File: src/rtl/paula_audio_sddecode_pkg.sv
// Shared constants for the Paula sigma-delta audio decoder.
// Holds the default PCM width, decimation ratio and CIC order, the derived
// CIC register width and the PCM saturation limits.
package paula_audio_sddecode_pkg;

    localparam int DW       = 15;               // PCM output width
    localparam int DEC_LOG2 = 4;                // log2 of decimation ratio (R = 16)
    localparam int ORDER    = 3;                // CIC order N

    // Register growth of an N-stage CIC with M=1 is N*log2(R) over a 2-bit input.
    localparam int CIC_W    = 2 + ORDER * DEC_LOG2;   // 14

    localparam int SAT_MAX  = 16383;
    localparam int SAT_MIN  = -16384;

    function automatic int cic_width(input int order, input int dec_log2);
        return 2 + order * dec_log2;
    endfunction

endpackage

File: src/rtl/paula_audio_cic_decim.sv
// Single-channel CIC decimator (M=1) for a 1-bit sigma-delta stream.
//   clk       : bus clock
//   reset_n   : asynchronous active-low reset
//   enable    : low clears all state synchronously
//   clk7_en   : bitstream sample enable, clocks the integrators
//   frame_end : phase counter is at its last value; with clk7_en, runs the combs
//   load      : one-cycle strobe, loads the saturated comb result into pcm
//   din       : bitstream, 1 = +1, 0 = -1
//   pcm       : saturated PCM sample, two's complement
module paula_audio_cic_decim
    import paula_audio_sddecode_pkg::*;
#(
    parameter int DW       = paula_audio_sddecode_pkg::DW,
    parameter int DEC_LOG2 = paula_audio_sddecode_pkg::DEC_LOG2,
    parameter int ORDER    = paula_audio_sddecode_pkg::ORDER
) (
    input  logic                 clk,
    input  logic                 reset_n,
    input  logic                 enable,
    input  logic                 clk7_en,
    input  logic                 frame_end,
    input  logic                 load,
    input  logic                 din,
    output logic signed [DW-1:0] pcm
);

    localparam int CW = cic_width(ORDER, DEC_LOG2);

    // Limits expressed at the width of the shifted comb result (CW+2).
    localparam logic signed [CW+1:0] SAT_HI = $signed((CW+2)'(2**(DW-1) - 1));
    localparam logic signed [CW+1:0] SAT_LO = ~SAT_HI;

    logic signed [1:0]    x_bit;
    logic signed [CW-1:0] x_p0;
    logic signed [CW-1:0] integ     [ORDER];
    logic signed [CW-1:0] integ_nxt [ORDER];
    logic signed [CW-1:0] dly       [ORDER];
    logic signed [CW-1:0] comb_in   [ORDER];
    logic signed [CW-1:0] comb_out  [ORDER];
    logic signed [CW-1:0] comb_p1;

    // Scale the comb result by 4 into the PCM range and clamp.
    function automatic logic signed [DW-1:0] sat_pcm(input logic signed [CW-1:0] v);
        logic signed [CW+1:0] s;
        s = {v, 2'b00};
        if (s > SAT_HI) begin
            return SAT_HI[DW-1:0];
        end else if (s < SAT_LO) begin
            return SAT_LO[DW-1:0];
        end else begin
            return s[DW-1:0];
        end
    endfunction

    // Integrators are a registered cascade; modulo wrap is intentional, the
    // combs undo it exactly as long as the true output fits in CW bits.
    always_comb begin
        x_bit        = din ? 2'sb01 : 2'sb11;
        x_p0         = {{(CW-2){x_bit[1]}}, x_bit};
        integ_nxt[0] = integ[0] + x_p0;
        for (int k = 1; k < ORDER; k++) begin
            integ_nxt[k] = integ[k] + integ[k-1];
        end
        // Combs see the post-update value of the last integrator.
        comb_in[0]  = integ_nxt[ORDER-1];
        comb_out[0] = comb_in[0] - dly[0];
        for (int k = 1; k < ORDER; k++) begin
            comb_in[k]  = comb_out[k-1];
            comb_out[k] = comb_in[k] - dly[k];
        end
    end

    always_ff @(posedge clk or negedge reset_n) begin
        if (!reset_n) begin
            for (int k = 0; k < ORDER; k++) begin
                integ[k] <= '0;
                dly[k]   <= '0;
            end
            comb_p1 <= '0;
            pcm     <= '0;
        end else if (!enable) begin
            for (int k = 0; k < ORDER; k++) begin
                integ[k] <= '0;
                dly[k]   <= '0;
            end
            comb_p1 <= '0;
            pcm     <= '0;
        end else begin
            // p0 -> p1: integrate every sample, comb once per frame
            if (clk7_en) begin
                for (int k = 0; k < ORDER; k++) begin
                    integ[k] <= integ_nxt[k];
                end
                if (frame_end) begin
                    for (int k = 0; k < ORDER; k++) begin
                        dly[k] <= comb_in[k];
                    end
                    comb_p1 <= comb_out[ORDER-1];
                end
            end
            // p1 -> output: saturate and present, independent of clk7_en
            if (load) begin
                pcm <= sat_pcm(comb_p1);
            end
        end
    end

endmodule

File: src/rtl/paula_audio_sddecode.sv
// Stereo sigma-delta to PCM decoder for Paula audio.
// Two CIC decimators share one phase counter and one output strobe.
//   clk          : bus clock
//   reset_n      : asynchronous active-low reset
//   clk7_en      : bitstream sample enable
//   enable       : decoder run, low clears synchronously
//   left, right  : sigma-delta bitstreams, 1 = +1, 0 = -1
//   ldata, rdata : PCM samples, two's complement, held between strobes
//   sample_valid : one-clk strobe marking new ldata/rdata
module paula_audio_sddecode
    import paula_audio_sddecode_pkg::*;
#(
    parameter int DW       = paula_audio_sddecode_pkg::DW,
    parameter int DEC_LOG2 = paula_audio_sddecode_pkg::DEC_LOG2,
    parameter int ORDER    = paula_audio_sddecode_pkg::ORDER
) (
    input  logic          clk,
    input  logic          reset_n,
    input  logic          clk7_en,
    input  logic          enable,
    input  logic          left,
    input  logic          right,
    output logic [DW-1:0] ldata,
    output logic [DW-1:0] rdata,
    output logic          sample_valid
);

    logic [DEC_LOG2-1:0]  phase;
    logic                 frame_end;
    logic                 vld_p0;
    logic                 vld_p1;
    logic signed [DW-1:0] lpcm;
    logic signed [DW-1:0] rpcm;

    assign frame_end = &phase;

    always_ff @(posedge clk or negedge reset_n) begin
        if (!reset_n) begin
            phase  <= '0;
            vld_p0 <= 1'b0;
            vld_p1 <= 1'b0;
        end else if (!enable) begin
            // Clearing also drops a strobe that was one cycle from issue.
            phase  <= '0;
            vld_p0 <= 1'b0;
            vld_p1 <= 1'b0;
        end else begin
            if (clk7_en) begin
                phase <= phase + DEC_LOG2'(1);
            end
            // p0: comb update happened this edge; p1: output loaded
            vld_p0 <= clk7_en & frame_end;
            vld_p1 <= vld_p0;
        end
    end

    paula_audio_cic_decim #(
        .DW       (DW),
        .DEC_LOG2 (DEC_LOG2),
        .ORDER    (ORDER)
    ) u_left (
        .clk       (clk),
        .reset_n   (reset_n),
        .enable    (enable),
        .clk7_en   (clk7_en),
        .frame_end (frame_end),
        .load      (vld_p0),
        .din       (left),
        .pcm       (lpcm)
    );

    paula_audio_cic_decim #(
        .DW       (DW),
        .DEC_LOG2 (DEC_LOG2),
        .ORDER    (ORDER)
    ) u_right (
        .clk       (clk),
        .reset_n   (reset_n),
        .enable    (enable),
        .clk7_en   (clk7_en),
        .frame_end (frame_end),
        .load      (vld_p0),
        .din       (right),
        .pcm       (rpcm)
    );

    assign ldata        = lpcm;
    assign rdata        = rpcm;
    assign sample_valid = vld_p1;

endmodule

File: config.mk
export PLATFORM = sky130hd
export DESIGN_NAME = paula_audio_sddecode
export DESIGN_NICKNAME = d
export VERILOG_FILES = /design/src/rtl/paula_audio_sddecode_pkg.sv /design/src/rtl/paula_audio_cic_decim.sv /design/src/rtl/paula_audio_sddecode.sv
export SDC_FILE = /design/constraint.sdc
export NUM_CORES = 1
export LEC_CHECK = 0
export CAP_MARGIN = 20
export CORE_MARGIN = 2
export CORE_UTILIZATION = 60
export DETAILED_ROUTE_END_ITERATION = 12
export PLACE_DENSITY = 0.77
export SLEW_MARGIN = 20
export SYNTH_ARGS = -nofsm -noshare
export SYNTH_HDL_FRONTEND = slang
export SYNTH_SLANG_ARGS = --single-unit
File: constraint.sdc
create_clock -name clk -period 6.5 [get_ports clk]
set_clock_uncertainty 0.15 [all_clocks]
set_input_delay 1.3 -clock clk [delete_from_list [all_inputs] [get_ports clk]]
set_output_delay 1.3 -clock clk [all_outputs]
set_load 0.02 [all_outputs]
==> results.md <==
* Total nets after synthesis at roughly 1.8k
* Ys Warns at 0
* Placeable core area at between 20000 and 30000 µm²
* Synthesized flop and latch total at 230
* Power Density at approximately 450 nW/µm²
* Total grt overflow at 0
* Final worst-path cycle share at 0.892
* Sort of element at the end of the critical path: flip-flop
* Worst hold slack at between 0.3 and 0.4 ns
* Post-synth EDFFs at 0
* Maximum VDD drop at 0.346 mV
* Crit start category: flip-flop
* Shortest clock period the worst path allows after layout at between 5 and 6 ns
* Ys flop type: sky130_fd_sc_hd__dfrtp_1
* IO Count at 37
* Total of hold buffers inserted after clock tree synthesis at 0
* Number of failing hold endpoints at the final stage at 0
* Remaining design rule violation count at 0
* Antenna violations before repair at 0
* Maximum root-to-sink buffer count at 3
* Fraction of the yosys area taken by sequential cells at 0.378
* Per-instance average area after synthesis at 9.35 µm²
* Result of the run: complete, no violations
* Number of gates given a new drive strength after cts at 0
* Maximum number of pins on one net before global-route repair at 145
* Routed vias/inst at 5.81
* Initial core utilization at 0.608
* Number of different library cells in the post-synthesis netlist at between 60 and 70
* Vias in the first global route at 11.4k
* DR pass1 iterations at 5
* Worst setup path class: reg -> reg
* Final setup violation count at 0
* GRT Overall Usage at 0.227
* Die area at 26700 µm²
* Antenna diodes at 0
* Total Routed Length at 30.0 mm
* Setup TNS after final layout at 0 ns
* Floorplan die height at 163 µm
* Worst skew pair latency at 0.52 ns
* Mapped Cells at ~1.6k
* Area taken by multi-input logic gates at slightly below 9000 µm²
* Post-route ant nets at 0
* Number of fill cells at 1985
* Number of buffers added by the clock tree synthesis step at 27
* Die width at between 150 and 200 µm
* Crit path arrival time at between 6 and 7 ns
* TritonCTS sink count at between 200 and 250
* Layout Nets at roughly 1.8k
* Vias at around 12k
* Min-Delay Path Class: reg -> reg
* Reg area at between 5000 and 6000 µm²
* DP Wirelength at 20.6 mm
* Growth of design area from synthesis to finish at 10.3%
* Core Util, Final at 0.671
* H-Tree Depth at 1
* Critical Path Fanout Max at 5
* Wire length per cell after detailed routing at approximately 15 µm
* Count of pins over their slew limit at 0
* Iteration-0 DRC Markers at 753
* Static leakage at just over 8 nW
* Slew of the pin with the lowest slew margin at between 0.9 and 1 ns
* Post-synthesis cell area at roughly 15000 µm²
* RD Place Congestion at between 0.8 and 0.9
* Number of max-cap violations at 0
* Data required time at the worst endpoint at a little under 7 ns
* Number of post-CTS setup repair buffers at 0
* RSZ-0062 raised after global routing: false
* Count of standard-cell rows at between 50 and 60
* First-pass GRT wire length at 51.2 mm
* Setup slack, reg-to-reg at between 0.6 and 0.7 ns
* IO Port Bufs at 36
* Reg clk slew, reported paths at ~0.06 ns
* Root Buffer Master: sky130_fd_sc_hd__clkbuf_16
* FFs w/ async S/R, synth at 1.00
* Fraction of layout cells with a size suffix above 1 at 0.0450
* Max Clock Freq at approximately 170 MHz
* Clock tree from TritonCTS: yes
* Max transition margin at 0.397
-- worst paths after layout --
path | startpoint | endpoint | depth (start not counted)
max | u_left.integ[14] | u_left.comb_p1[13] | 27
min | u_right.dly[29] | u_right.dly[29] | 2
max reg2reg | u_left.integ[14] | u_left.comb_p1[13] | 27
min reg2reg | u_right.dly[29] | u_right.dly[29] | 2
max in group asynchronous | reset_n | u_left.integ[23] | 2
min in group asynchronous | reset_n | u_right.dly[1] | 1
-- worst max-delay path, cell delays in order (launching register included) --
cell	delay (ns)
sky130_fd_sc_hd__dfrtp_1	0.39
sky130_fd_sc_hd__ha_1	0.23
sky130_fd_sc_hd__inv_1	0.07
sky130_fd_sc_hd__fa_1	0.40
sky130_fd_sc_hd__nor2b_1	0.13
sky130_fd_sc_hd__o21ai_0	0.11
sky130_fd_sc_hd__a21boi_1	0.21
sky130_fd_sc_hd__o21a_1	0.17
sky130_fd_sc_hd__o21a_1	0.15
sky130_fd_sc_hd__nor2_1	0.08
sky130_fd_sc_hd__ha_1	0.21
sky130_fd_sc_hd__nor4_1	0.23
sky130_fd_sc_hd__a32o_1	0.28
sky130_fd_sc_hd__o21bai_1	0.09
sky130_fd_sc_hd__a211oi_1	0.26
sky130_fd_sc_hd__nor2_1	0.09
sky130_fd_sc_hd__ha_1	0.33
sky130_fd_sc_hd__a21oi_1	0.20
sky130_fd_sc_hd__or4b_1	0.48
sky130_fd_sc_hd__nand2_1	0.09
sky130_fd_sc_hd__xnor2_1	0.14
sky130_fd_sc_hd__ha_1	0.32
sky130_fd_sc_hd__nand3_1	0.11
sky130_fd_sc_hd__nand4b_1	0.13
sky130_fd_sc_hd__a21oi_1	0.21
sky130_fd_sc_hd__xor2_1	0.20
sky130_fd_sc_hd__xnor2_1	0.13
sky130_fd_sc_hd__o21ai_1	0.07
-- placed cells by master, fill, tap and decap left out, types with 5 or more instances in the layout --
cell / Yosys / final
sky130_fd_sc_hd__xor2_1: 36 / 36
sky130_fd_sc_hd__nand3_1: 20 / 20
sky130_fd_sc_hd__clkbuf_16: 0 / 27
sky130_fd_sc_hd__nand2_1: 90 / 90
sky130_fd_sc_hd__mux2i_1: 50 / 50
sky130_fd_sc_hd__and3_1: 6 / 6
sky130_fd_sc_hd__nor4_1: 7 / 7
sky130_fd_sc_hd__nor2_1: 180 / 179
sky130_fd_sc_hd__xnor2_1: 90 / 90
sky130_fd_sc_hd__o31ai_1: 5 / 5
sky130_fd_sc_hd__buf_4: 2 / 10
sky130_fd_sc_hd__nor2b_1: 20 / 20
sky130_fd_sc_hd__nor3_1: 22 / 22
sky130_fd_sc_hd__o211ai_1: 6 / 6
sky130_fd_sc_hd__a31oi_1: 5 / 5
sky130_fd_sc_hd__a211oi_1: 10 / 10
sky130_fd_sc_hd__a21o_1: 39 / 39
sky130_fd_sc_hd__o31a_1: 7 / 7
sky130_fd_sc_hd__nand2b_1: 17 / 17
sky130_fd_sc_hd__dfrtp_1: 230 / 230
sky130_fd_sc_hd__nand4_1: 7 / 7
sky130_fd_sc_hd__o21ai_0: 108 / 106
sky130_fd_sc_hd__o21a_1: 18 / 18
sky130_fd_sc_hd__clkinv_2: 0 / 6
sky130_fd_sc_hd__a22o_1: 79 / 79
sky130_fd_sc_hd__clkdlybuf4s50_1: 0 / 34
sky130_fd_sc_hd__a21boi_0: 5 / 5
sky130_fd_sc_hd__inv_1: 130 / 130
sky130_fd_sc_hd__o21ai_1: 12 / 14
sky130_fd_sc_hd__or3_1: 5 / 5
sky130_fd_sc_hd__ha_1: 155 / 155
sky130_fd_sc_hd__fa_1: 12 / 12
sky130_fd_sc_hd__o21bai_1: 12 / 12
sky130_fd_sc_hd__o41ai_1: 6 / 6
sky130_fd_sc_hd__a21oi_1: 126 / 126
-- logic make-up after synthesis --
logic type | share of synthesized area
compound gates | 0.207
simple gates | 0.114
flops | 0.378
buf+inv | 0.0471
fa+ha+maj | 0.143
xor+xnor | 0.0780
mux | 0.0329
-- cell type report --
cell class,instances,area share
inverters,132,0.0295
repair buffers,46,0.0268
multi-input cells,1211,0.522
flip-flops and latches,230,0.343
clock inverters,12,0.00991
clock buffers,35,0.0444
well taps,330,0.0246
-- where the power goes --
group / switching (W) / internal [W] / leakage, nW / total (W)
combinational: 0.00235 / 0.00203 / 4.45 / 0.00437
clock: 0.000589 / 0.000962 / 0.451 / 0.00155
sequential: 0.0000607 / 0.00149 / 3.17 / 0.00155
total: 0.00300 / 0.00448 / 8.08 / 0.00748
-- flip-flops by register name, indices dropped and copies added (netlist names) --
signal	count
u_right.pcm	14
u_right.comb_p1	14
u_left.comb_p1	14
sample_valid	1
phase	4
u_right.dly	42
u_right.integ	42
u_left.integ	42
vld_p0	1
u_left.dly	42
u_left.pcm	14
-- synthesized netlist by cell type (3+ instances only) --
cell type / n / area [µm²]
sky130_fd_sc_hd__xor2_1: 36 / 315
sky130_fd_sc_hd__a21oi_2: 3 / 26.3
sky130_fd_sc_hd__o21ai_0: 108 / 541
sky130_fd_sc_hd__dfrtp_1: 230 / 5760
sky130_fd_sc_hd__nand2_1: 90 / 338
sky130_fd_sc_hd__and3_1: 6 / 37.5
sky130_fd_sc_hd__o21bai_1: 12 / 90.1
sky130_fd_sc_hd__a31oi_1: 5 / 31.3
sky130_fd_sc_hd__a22o_1: 79 / 692
sky130_fd_sc_hd__nor2_1: 180 / 676
sky130_fd_sc_hd__xnor2_1: 90 / 788
sky130_fd_sc_hd__a21o_1: 39 / 293
sky130_fd_sc_hd__inv_1: 130 / 488
sky130_fd_sc_hd__mux2i_1: 50 / 500
sky130_fd_sc_hd__or3_1: 5 / 31.3
sky130_fd_sc_hd__a21boi_0: 5 / 37.5
sky130_fd_sc_hd__nor2b_1: 20 / 125
sky130_fd_sc_hd__nand4_1: 7 / 43.8
sky130_fd_sc_hd__o31ai_1: 5 / 37.5
sky130_fd_sc_hd__nand3_1: 20 / 100
sky130_fd_sc_hd__o41ai_1: 6 / 52.6
sky130_fd_sc_hd__ha_1: 155 / 1940
sky130_fd_sc_hd__clkbuf_1: 53 / 199
sky130_fd_sc_hd__a32o_1: 3 / 30.0
sky130_fd_sc_hd__o21ai_1: 12 / 60.1
sky130_fd_sc_hd__o211ai_1: 6 / 45.0
sky130_fd_sc_hd__a211oi_1: 10 / 75.1
sky130_fd_sc_hd__a21oi_1: 126 / 631
sky130_fd_sc_hd__nor3_1: 22 / 110
sky130_fd_sc_hd__and2_1: 4 / 25.0
sky130_fd_sc_hd__a41o_1: 4 / 40.0
sky130_fd_sc_hd__o21a_1: 18 / 135
sky130_fd_sc_hd__nand2b_1: 17 / 106
sky130_fd_sc_hd__fa_1: 12 / 240
sky130_fd_sc_hd__o31a_1: 7 / 61.3
sky130_fd_sc_hd__a211o_1: 3 / 26.3
sky130_fd_sc_hd__nor4_1: 7 / 43.8
-- per-layer routing --
metal / vias to the layer above / global-route usage / wire (µm)
met1: 5592 / 0.291 / 13900
met2: 175 / 0.409 / 14600
met4: 0 / 0.0595 / 650
li1: 5785 / - / -
met3: 45 / 0.0223 / 859
met5: - / 0 / 0
-- metrics by stage --
step | worst slack [ns] | instance area (µm²) | power, W | std cells
2_1_floorplan | 1.34 | 15200 | 0.00522 | 1630
3_3_place_gp | 0.998 | 15900 | 0.00578 | 1949
3_5_place_dp | 0.796 | 15900 | 0.00592 | 1949
4_1_cts | 0.711 | 16800 | 0.00751 | 1996
5_1_grt | 0.272 | 16800 | 0.00813 | 1996
6_report | 0.699 | 16800 | 0.00748 | 1996
Note: power is estimated with default switching activity, not from simulation.
